### src/rtl/math_divider_restoring_008.sv
// -----------------------------------------------------------------------------
// math_divider_restoring_008
//
// Iterative restoring unsigned divider. A 2N-bit dividend is divided by an
// N-bit divisor, producing an N-bit quotient and remainder at a rate of one
// quotient bit per clock. Valid/ready handshakes are used on both the operand
// side and the result side.
//
// Parameters
//   N              divisor/quotient/remainder width (dividend is 2N bits)
//
// Ports
//   i_clk          clock
//   i_rst_n        synchronous active-low reset
//   i_valid        operands valid (sampled only while idle)
//   o_ready        divider is idle and can accept operands
//   i_dividend     unsigned dividend, 2N bits
//   i_divisor      unsigned divisor, N bits
//   o_valid        result valid, held until i_ready
//   i_ready        downstream accepts the result
//   o_quotient     quotient
//   o_remainder    remainder
//   o_overflow     quotient does not fit in N bits (includes divisor == 0)
//   o_div_by_zero  divisor was zero (present only with MATH_DIVIDER_DBZ_EN)
//
// Configuration
//   MATH_DIVIDER_DBZ_EN  when defined, adds o_div_by_zero and makes a
//                        divide-by-zero return the low dividend half as the
//                        remainder instead of zero.
// -----------------------------------------------------------------------------
module math_divider_restoring_008 #(
  parameter int N = 8
) (
  input  logic             i_clk,
  input  logic             i_rst_n,
  input  logic             i_valid,
  output logic             o_ready,
  input  logic [2*N-1:0]   i_dividend,
  input  logic [N-1:0]     i_divisor,
  output logic             o_valid,
  input  logic             i_ready,
  output logic [N-1:0]     o_quotient,
  output logic [N-1:0]     o_remainder,
`ifdef MATH_DIVIDER_DBZ_EN
  output logic             o_div_by_zero,
`endif
  output logic             o_overflow
);

  localparam int CW = $clog2(N + 1);
  localparam logic [CW-1:0] LAST_STEP = CW'(N - 1);

  typedef enum logic [1:0] {
    IDLE,
    BUSY,
    DONE
  } state_t;

  state_t          r_state;
  logic [N:0]      r_rem;
  logic [N-1:0]    r_q;
  logic [N-1:0]    r_divisor;
  logic [CW-1:0]   r_cnt;
  logic            r_ovf;

  logic [N:0]      w_t;
  logic [N:0]      w_diff;
  logic [N:0]      w_remNext;
  logic            w_qBit;
  logic [N-1:0]    w_qNext;
  logic            w_hiGe;

  // One restoring step: shift the next dividend bit into the partial
  // remainder, then subtract the divisor if it fits. Folding in r_rem[N]
  // keeps the decision correct even if the r < divisor invariant were broken.
  assign w_t       = {r_rem[N-1:0], r_q[N-1]};
  assign w_qBit    = r_rem[N] | (w_t >= {1'b0, r_divisor});
  assign w_diff    = w_t - {1'b0, r_divisor};
  assign w_remNext = w_qBit ? w_diff : w_t;
  assign w_qNext   = {r_q[N-2:0], w_qBit};

  // Quotient fits in N bits only if the high dividend half is below the
  // divisor; this also catches divisor == 0.
  assign w_hiGe    = (i_dividend[2*N-1:N] >= i_divisor);

  always_ff @(posedge i_clk) begin
    if (!i_rst_n) begin
      r_state     <= IDLE;
      r_rem       <= '0;
      r_q         <= '0;
      r_divisor   <= '0;
      r_cnt       <= '0;
      r_ovf       <= 1'b0;
      o_ready     <= 1'b1;
      o_valid     <= 1'b0;
      o_quotient  <= '0;
      o_remainder <= '0;
      o_overflow  <= 1'b0;
`ifdef MATH_DIVIDER_DBZ_EN
      o_div_by_zero <= 1'b0;
`endif
    end else begin
      case (r_state)
        IDLE: begin
          if (i_valid) begin
            r_divisor <= i_divisor;
            r_rem     <= {1'b0, i_dividend[2*N-1:N]};
            r_q       <= i_dividend[N-1:0];
            r_cnt     <= '0;
            r_ovf     <= w_hiGe;
            o_ready   <= 1'b0;
            r_state   <= BUSY;
          end
        end

        BUSY: begin
          // The overflow path spends exactly one cycle here so its result
          // appears one edge after the accept edge.
          if (r_ovf) begin
            o_quotient  <= '1;
            o_remainder <= '0;
            o_overflow  <= 1'b1;
`ifdef MATH_DIVIDER_DBZ_EN
            if (r_divisor == '0) begin
              o_remainder   <= r_q;
              o_div_by_zero <= 1'b1;
            end
`endif
            o_valid     <= 1'b1;
            r_state     <= DONE;
          end else begin
            r_rem <= w_remNext;
            r_q   <= w_qNext;
            r_cnt <= r_cnt + CW'(1);
            if (r_cnt == LAST_STEP) begin
              o_quotient  <= w_qNext;
              o_remainder <= w_remNext[N-1:0];
              o_overflow  <= 1'b0;
              o_valid     <= 1'b1;
              r_state     <= DONE;
            end
          end
        end

        DONE: begin
          // No operand is taken on the cycle that leaves DONE; o_ready only
          // rises once the FSM is back in IDLE.
          if (i_ready) begin
            o_valid <= 1'b0;
            o_ready <= 1'b1;
`ifdef MATH_DIVIDER_DBZ_EN
            o_div_by_zero <= 1'b0;
`endif
            r_state <= IDLE;
          end
        end

        default: begin
          o_valid <= 1'b0;
          o_ready <= 1'b1;
          r_state <= IDLE;
        end
      endcase
    end
  end

endmodule

### config.mk
export PLATFORM = sky130hd
export DESIGN_NAME = math_divider_restoring_008
export DESIGN_NICKNAME = d
export VERILOG_FILES = /design/src/rtl/math_divider_restoring_008.sv
export SDC_FILE = /design/constraint.sdc
export NUM_CORES = 1
export LEC_CHECK = 0
export CAP_MARGIN = 20
export CORE_MARGIN = 5
export CORE_UTILIZATION = 32
export CTS_BUF_LIST = sky130_fd_sc_hd__clkbuf_2 sky130_fd_sc_hd__clkbuf_4 sky130_fd_sc_hd__clkbuf_8
export DETAILED_ROUTE_END_ITERATION = 10
export GPL_TIMING_DRIVEN = 0
export MAX_ROUTING_LAYER = met4
export PLACE_DENSITY = 0.61
export SETUP_SLACK_MARGIN = 0.4
export SLEW_MARGIN = 0
export SYNTH_ARGS = -nofsm -noshare
export SYNTH_HDL_FRONTEND = slang
export SYNTH_SLANG_ARGS = --single-unit
export TNS_END_PERCENT = 10
### constraint.sdc
create_clock -name i_clk -period 2.25 [get_ports i_clk]
set_input_delay 0.3375 -clock i_clk [delete_from_list [all_inputs] [get_ports i_clk]]
set_output_delay 0.3375 -clock i_clk [all_outputs]
set_load 0.01 [all_outputs]
==> flow_summary.toml, run 1 <==
[run_status]
status = "finished, final reports clean"

[logic_synthesis]
synthTopCellsByArea = "dfxtp_1 (35%), ha_1 (7.3%), nand2_1 (6.6%), a21oi_1 (4.3%), o211ai_1 (3.1%)"
synth_top_area_share_pct = 35.10
synthesis.nets = 388
ys_ff_latch = 51
syn_area_mm2 = 0.002909
synth_flop_cell = "dfxtp_1"
syn_area_per_cell_um2 = 8.506
synth.distinct_cells = 68
yosysWarningCount = 0
async_reset_ff_share_pct = 0
ys_seq_area_share_pct = 35.10
synth-edff-count = 0
yosysTopAreaCell = "dfxtp_1"
syn_inst = 342

[clocking]
clk_pin_slew_ns = 0.09
cts_buffer_depth = 2
cts_hold_buffers = 0
cts_tree = "yes"
htreeDepth = 2
numCtsBuffers = 5
worstSkewPairLatency_ns = 0.30
ctsRootBufferMaster = "clkbuf_8"
clock-sinks = 51

[final_layout]
synthToLayoutAreaGrowth_pct = 33.94
final_common_cell = "nand2_1"
final_cell_mix = "nand2_1 (50), clkdlybuf4s50_1 (45), dfxtp_1 (45)"
drive_above_1_share_pct = 20.00
seqCellArea_mm2 = 0.001028
diodes = 0
nets = 456
fill_cells = 847
multi_input_area_mm2 = 0.001864

[power_and_ir_drop]
power_density_mw_per_mm2 = 857.0
leakage_nw = 1.476
p_int_w = 0.002064
ir_worst_vdd_uv = 331.3
switching_share_pct = 38.17
clkPwrFrac_pct = 18.9
share_comb_of_total_power_pct = 48.7
power.switching_w = 0.001275
power_w = 0.003339
power_frac_seq_pct = 32.3

[min_path]
holdPathStages = 2
hold_class = "reg -> reg"

[floorplanning]
core_area_mm2 = 0.008806
dieHeight_um = 105.3
start_util_pct = 33.03
ios = 47
die_area_mm2 = 0.01110
rows = 34
die_w_um = 105.3

[grt]
antenna_found_initial = 0
grt_pass1_wl_um = 13780
track_usage_pct = 15.56
grt_pass1_vias = 2681
grt_max_degree = 16
grt-ovfl-total = 0

[worst_setup_path]
crit_arrival_ns = 2.29
setup.worst_path.end_class = "register"
worstPathMaxFanout = 2
critical_path_class = "reg -> reg"
crit_required_ns = 2.44
r2r_cells = 9
start_kind = "register"

[timing]
period_share_pct = 92.95
fin_setup_tns_ns = 0
worst_pin_slew_ns = 0.5899
relSlewSlack_pct = 60.31
hold_violations = 0
rsz0062_at_grt = "true"
final-setup-viol-count = 0
slew_violations = 0
fin_crit_ns = 2.091
fmax_ghz = 0.4782
clock_skew_ns = 0.006854

[drt]
top_layer = "met4"
wl_per_cell_um = 16.60
first_pass_iters = 6
drt_iter0_drc = 218
ant_nets = 0
wl_met1_um = 3998
post_drt_via_cell_ratio = 5.440
drc = 0
wl_um = 8598
met2WireLength_um = 3949
wl_met3_um = 480
via_count = 2818

[place]
io_buffers = 45
gp_congestion = 0.8679
dp_hpwl_um = 6293

[run]
cap_violations = 0
## repair_timing
action	4_1_cts	5_1_grt
setup endpoints to repair	20	22
pin swaps	10	15
resized for setup	14	23
buffers inserted	11	5
## stage by stage
step                hold slack (ns)  util [%]  cell area [um^2]  std cells  setup slack [ns]
detailed placement           0.4562     39.71              3497        495          -0.01134
finish                       0.4665     44.25              3896        518            0.1587
CTS                          0.4655     42.33              3727        513            0.1308
global route                 0.4910     44.25              3896        518           0.09512
global placement             0.4428     39.71              3497        495         -0.005107
floorplan                    0.4363         -              2912        342            0.2800
## area by class of cell
| cell class | instances | share of cell area (%) |
|---|---|---|
| multi-input cells | 250 | 47.85 |
| flip-flops and latches | 51 | 26.40 |
| inverters | 22 | 2.119 |
| plain buffers | 19 | 2.794 |
| clock inverters | 2 | 0.9634 |
| repair buffers | 61 | 14.64 |
| well taps | 108 | 3.468 |
| clock buffers | 5 | 1.766 |
## final timing paths
path / startpoint / endpoint / slack [ns]
min reg2reg: r_divisor[1]$_SDFFE_PN0P_ / r_divisor[1]$_SDFFE_PN0P_ / 0.47
max: r_q[7]$_SDFFE_PN0P_ / r_rem[8]$_SDFFE_PN0P_ / 0.16
min: r_divisor[1]$_SDFFE_PN0P_ / r_divisor[1]$_SDFFE_PN0P_ / 0.47
max reg2reg: r_q[7]$_SDFFE_PN0P_ / r_rem[8]$_SDFFE_PN0P_ / 0.16
## critical path, stage by stage (launching register included)
cell,delay [ns]
dfxtp_2,0.35
inv_2,0.06
ha_4,0.12
inv_2,0.03
fa_2,0.37
a211oi_4,0.27
o21bai_1,0.10
a221o_1,0.35
a32oi_1,0.23
o41ai_2,0.10
## sequential cells by signal, summed over array words and instances (netlist names)
register	count
r_divisor	8
r_cnt	4
r_rem	9
o_remainder	8
o_quotient	8
r_ovf	1
r_q	8
r_state	2
o_ready	1
o_overflow	1
o_valid	1
## logic make-up after synthesis
logic type	after synthesis	share of synthesized area (%)
and+or+nand+nor	121	20.56
AOI/OAI and AO/OA	106	28.39
DFF	51	35.10
buffers and inverters	41	6.452
adders and majority gates	18	8.000
xor gates and xnor gates	5	1.505
## layer usage
metal,global-route usage [%],vias up
li1,-,1370
met1,21.93,1338
met2,23.32,94
met3,1.711,16
met4,4.873,0
met5,-,-
## Yosys cell counts, drive strengths merged, types with 6 or more instances
master	instances
nand2b	6
inv	22
o211ai	13
ha	17
o221a	8
a311oi	7
a21o	7
o21ai	11
a21oi	25
nand2	53
buf	11
clkbuf	8
nand3	6
nor2	26
nor3	8
dfxtp	51
## power groups by stage
stage	Combinational, W	Clock, W	Sequential [W]
4_1_cts	0.00141	0.000647	0.00106
6_report	0.00163	0.000632	0.00108
5_1_grt	0.00176	0.000689	0.00109
2_1_floorplan	0.000909	0	0.00106
3_5_place_dp	0.00123	0	0.00108
3_3_place_gp	0.00123	0	0.00108
No activity file was read; power rests on OpenSTA's default activity.
==> run 2, diff against run 1 <==
- CORE_MARGIN: 5 -> unset
- CORE_UTILIZATION: 32 -> 30
- CTS_CLUSTER_DIAMETER: unset -> 80
- PLACE_DENSITY: 0.61 -> 0.59
==> flow_summary.toml, run 2 (synthesis gave the netlist of run 1 again) <==
[drt]
wl_um = 8171
via_count = 2735
drt_iter0_drc = 223
wl_per_cell_um = 15.05
ant_nets = 0
drc = 0
first_pass_iters = 4
post_drt_via_cell_ratio = 5.037

[final_layout]
nets = 459
largest-register = "r_rem"
final_cell_mix = "nand2_1 (51), clkdlybuf4s50_1 (45), dfxtp_1 (44)"
post-route-util_pct = 41.82
synthToLayoutAreaGrowth_pct = 34.11
diodes = 0
final_common_cell = "nand2_1"
drive_above_1_share_pct = 19.32
final_cell_area_mm2 = 0.003901
largest_reg_flops = 9

[worst_setup_path]
critical_path_class = "reg -> reg"
cp_top_family = "compound AO/OA/AOI/OAI gates"
start_kind = "register"
crit_arrival_ns = 2.33
worstPathMaxFanout = 5
worstPathBufferInverterCount = 1
crit_required_ns = 2.50
setup.worst_path.end_class = "register"
r2r_start = "r_divisor[2]$_SDFFE_PN0P_"
critical_path.max_stage_delay_ns = 0.47
crit_path_start = "r_divisor[2]$_SDFFE_PN0P_"
worstPathCellList = "inv_1 -> ha_4 -> nand2_1 -> a211oi_1 -> o211ai_1 -> a211oi_2 -> a22o_1"
cpMaxStageDelayCell = "a211oi_1"

[floorplanning]
die_area_mm2 = 0.01009
start_util_pct = 31.19
core_area_mm2 = 0.009328
dieHeight_um = 100.5
die_w_um = 100.5
ios = 47
rows = 35

[timing]
fmax_ghz = 0.4816
rsz0062_at_grt = "true"
layout_setup_ws_ns = 0.1734
hold_violations = 0
clock_skew_ns = 0.005593
fin_setup_tns_ns = 0
fin_crit_ns = 2.077
final-setup-viol-count = 0
period_share_pct = 92.29
worst_pin_slew_ns = 0.5762
slew_violations = 0
relSlewSlack_pct = 61.44

[clocking]
cts_buffer_depth = 2
clk_pin_slew_ns = 0.09
clock-sinks = 51
cts_hold_buffers = 0
cts_tree = "yes"
ctsRootBufferMaster = "clkbuf_8"
worstSkewPairLatency_ns = 0.30
htreeDepth = 2
numCtsBuffers = 5

[grt]
grt_max_degree = 16
grt_pass1_wl_um = 13180
grt_pass1_vias = 2649
grt-ovfl-total = 0
antenna_found_initial = 0
grt_util_met1_pct = 24.31
gr-usage-met3_pct = 2.358
track_usage_pct = 17.09
grt-busiest-layer = "met2"
met2_usage_pct = 25.97

[min_path]
hp-start = "r_divisor[2]$_SDFFE_PN0P_"
hold_class = "reg -> reg"

[power_and_ir_drop]
power_w = 0.003307
ir_worst_vdd_uv = 289.4
leakage_nw = 1.485
power_density_mw_per_mm2 = 847.6

[place]
io_buffers = 45
dp_slack_ns = -0.004040
dpl_cell_area_mm2 = 0.003523
dp_hpwl_um = 6018
gp_congestion = 0.8686

[run]
cap_violations = 0

[run_status]
status = "finished, final reports clean"
## run 2: cell types whose count changed in the layout (fill, tap and decap cells not counted), sizes merged
| cell | before | now |
|---|---|---|
| bufinv | 1 | 0 |
| clkbuf | 13 | 15 |
| buf | 27 | 30 |
## run 2: tightest hold or removal path: cells and delay by family (launching register included)
kind	cells	cell delay [ns]
and+or+nand+nor	1	0.05
DFF	1	0.32
AOI/OAI and AO/OA	1	0.05
## run 2: metal layers
layer	vias to the layer above	share of wire [%]
met5	-	0
met4	0	0.47
met3	4	3.3
met2	59	45
met1	1296	51
li1	1376	-
## run 2: final timing paths
path | depth (start not counted) | slack (ns) | endpoint
worst max register to register | 7 | 0.17 | o_remainder[7]$_SDFFE_PN0P_
worst max-delay path | 7 | 0.17 | o_remainder[7]$_SDFFE_PN0P_
worst min register to register | 2 | 0.46 | r_divisor[2]$_SDFFE_PN0P_
worst min-delay path | 2 | 0.46 | r_divisor[2]$_SDFFE_PN0P_
## run 2: repair_timing
action,CTS,global route
gates cloned,0,0
endpoints found under the setup margin,20,20
gates resized for setup,17,10
buffers inserted,13,6
pin swaps,12,10
## run 2: metrics by stage
stage | std cells | hold slack (ns)
2_1_floorplan | 342 | 0.4363
3_3_place_gp | 516 | 0.4436
3_5_place_dp | 516 | 0.4482
4_1_cts | 537 | 0.4500
5_1_grt | 543 | 0.4796
6_report | 543 | 0.4580
## run 2: final cells by class
type,count,area [um^2]
clock buffer,7,96.34
timing repair buffer,64,605.6
multi-input combinational,250,1809
inverter,22,82.58
buffer,19,108.9
tap,129,161.4
sequential,51,1030
fill,925,5426
clock inverter,1,7.507
## run 2: report_power, final
part           leakage, nW  internal, W  switching [W]
Combinational         1.01     0.000800       0.000852
Clock               0.0505     0.000280       0.000301
Sequential           0.420     0.000986      0.0000875
Total                 1.48      0.00207        0.00124
==> run 3, diff against run 2 <==
- CORE_UTILIZATION: 30 -> 35
- GPL_TIMING_DRIVEN: 0 -> unset
- PLACE_DENSITY: 0.59 -> 0.65
==> flow_summary.toml, run 3 (synthesis gave the netlist of run 1 again) <==
[run_status]
status = "finished, final reports clean"

[final_layout]
post-route-util_pct = 49.81
synthToLayoutAreaGrowth_pct = 35.05
nets = 450
largest-register = "r_rem"
largest_reg_flops = 9
final_cell_mix = "nand2_1 (51), clkdlybuf4s50_1 (46), dfxtp_1 (43)"
diodes = 0
final_common_cell = "nand2_1"
drive_above_1_share_pct = 20.74

[timing]
fin_setup_tns_ns = 0
clock_skew_ns = 0.01413
period_share_pct = 93.20
fmax_ghz = 0.4769
hold_violations = 0
final-setup-viol-count = 0
fin_crit_ns = 2.097
rsz0062_at_grt = "true"
slew_violations = 0
relSlewSlack_pct = 60.95
worst_pin_slew_ns = 0.5837

[floorplanning]
rows = 32
die_area_mm2 = 0.008680
start_util_pct = 36.88
dieHeight_um = 93.17
core_area_mm2 = 0.007888
die_w_um = 93.17
ios = 47

[clocking]
numCtsBuffers = 5
cts_buffer_depth = 2
cts_tree = "yes"
worstSkewPairLatency_ns = 0.31
clk_pin_slew_ns = 0.11
ctsRootBufferMaster = "clkbuf_8"
cts_hold_buffers = 0
clock-sinks = 51
htreeDepth = 2

[drt]
ant_nets = 0
post_drt_via_cell_ratio = 5.462
drc = 0
via_count = 2769
wl_per_cell_um = 16.07
wl_um = 8150
first_pass_iters = 4
drt_iter0_drc = 169

[worst_setup_path]
crit_required_ns = 2.48
setup.worst_path.end_class = "register"
r2r_start = "r_q[7]$_SDFFE_PN0P_"
start_kind = "register"
crit_arrival_ns = 2.33
critical_path_class = "reg -> reg"
worst_r2r_endpoint = "r_rem[6]$_SDFFE_PN0P_"
worstPathMaxFanout = 3
r2r_cells = 10
rrSetupSlack_ns = 0.15

[place]
dp_hpwl_um = 5965
gp_congestion = 0.9063
io_buffers = 46

[power_and_ir_drop]
leakage_nw = 1.506
power_w = 0.003447
ir_worst_vdd_uv = 335.8
power_density_mw_per_mm2 = 877.5

[min_path]
min_to = "r_divisor[6]$_SDFFE_PN0P_"
hp-start = "r_divisor[6]$_SDFFE_PN0P_"
hold_class = "reg -> reg"
holdPathStages = 2

[grt]
grt_pass1_wl_um = 12880
track_usage_pct = 19.39
grt-ovfl-total = 0
antenna_found_initial = 0
grt_pass1_vias = 2624
grt_max_degree = 24

[run]
cap_violations = 0
-- run 3: cell type report --
type | instances | area [um^2]
well taps | 102 | 127.6
inverters | 22 | 82.58
fillers | 751 | 3959
multi-input cells | 250 | 1841
repair buffers | 74 | 708.2
clock inverters | 3 | 67.56
flip-flops and latches | 51 | 1033
clock buffers | 5 | 68.82
-- run 3: timing repair --
action / in CTS / in global routing
resized for setup: 14 / 20
pin swaps: 10 / 10
setup endpoints to repair: 19 / 20
buffers inserted: 8 / 4
-- run 3: how the worst max path moves through the flow --
stage	start	end	slack, ns	cells past startpoint
floorplan	r_q[7]$_SDFFE_PN0P_	r_rem[8]$_SDFFE_PN0P_	0.28	9
global placement	i_dividend[8]	r_ovf$_SDFFE_PN0P_	0.1	8
detailed placement	r_divisor[7]$_SDFFE_PN0P_	o_remainder[5]$_SDFFE_PN0P_	0.1	7
CTS	r_q[7]$_SDFFE_PN0P_	r_rem[8]$_SDFFE_PN0P_	0.16	9
global route	r_q[7]$_SDFFE_PN0P_	r_rem[6]$_SDFFE_PN0P_	0.1	10
finish	r_q[7]$_SDFFE_PN0P_	r_rem[6]$_SDFFE_PN0P_	0.15	10
-- run 3: through the flow --
step / setup WS (ns) / cells / instance area, um^2 / hold WS, ns
3_5_place_dp: 0.09562 / 487 / 3540 / 0.4492
6_report: 0.1530 / 507 / 3929 / 0.4613
4_1_cts: 0.1638 / 503 / 3811 / 0.4638
5_1_grt: 0.09918 / 507 / 3929 / 0.4908
3_3_place_gp: 0.09952 / 487 / 3540 / 0.4442
2_1_floorplan: 0.2800 / 342 / 2912 / 0.4363
-- run 3: layer usage --
metal / routed length (um) / global-route usage [%]
met1: 3818 / 26.60
met2: 3801 / 30.51
met3: 437 / 2.846
met4: 92 / 3.718
met5: 0 / -
-- run 3: worst max-delay path: stages (launching register included) --
cell       delay [ns]
dfxtp_2          0.35
inv_2            0.05
ha_4             0.15
inv_2            0.05
fa_2             0.22
a211oi_4         0.08
buf_4            0.14
or4b_1           0.50
o2111ai_1        0.16
o21ai_1          0.16
a21oi_1          0.15
-- run 3: power by group --
part,switching [W],internal [W]
Combinational,0.000846,0.000772
Clock,0.000313,0.000444
Sequential,0.0000854,0.000987
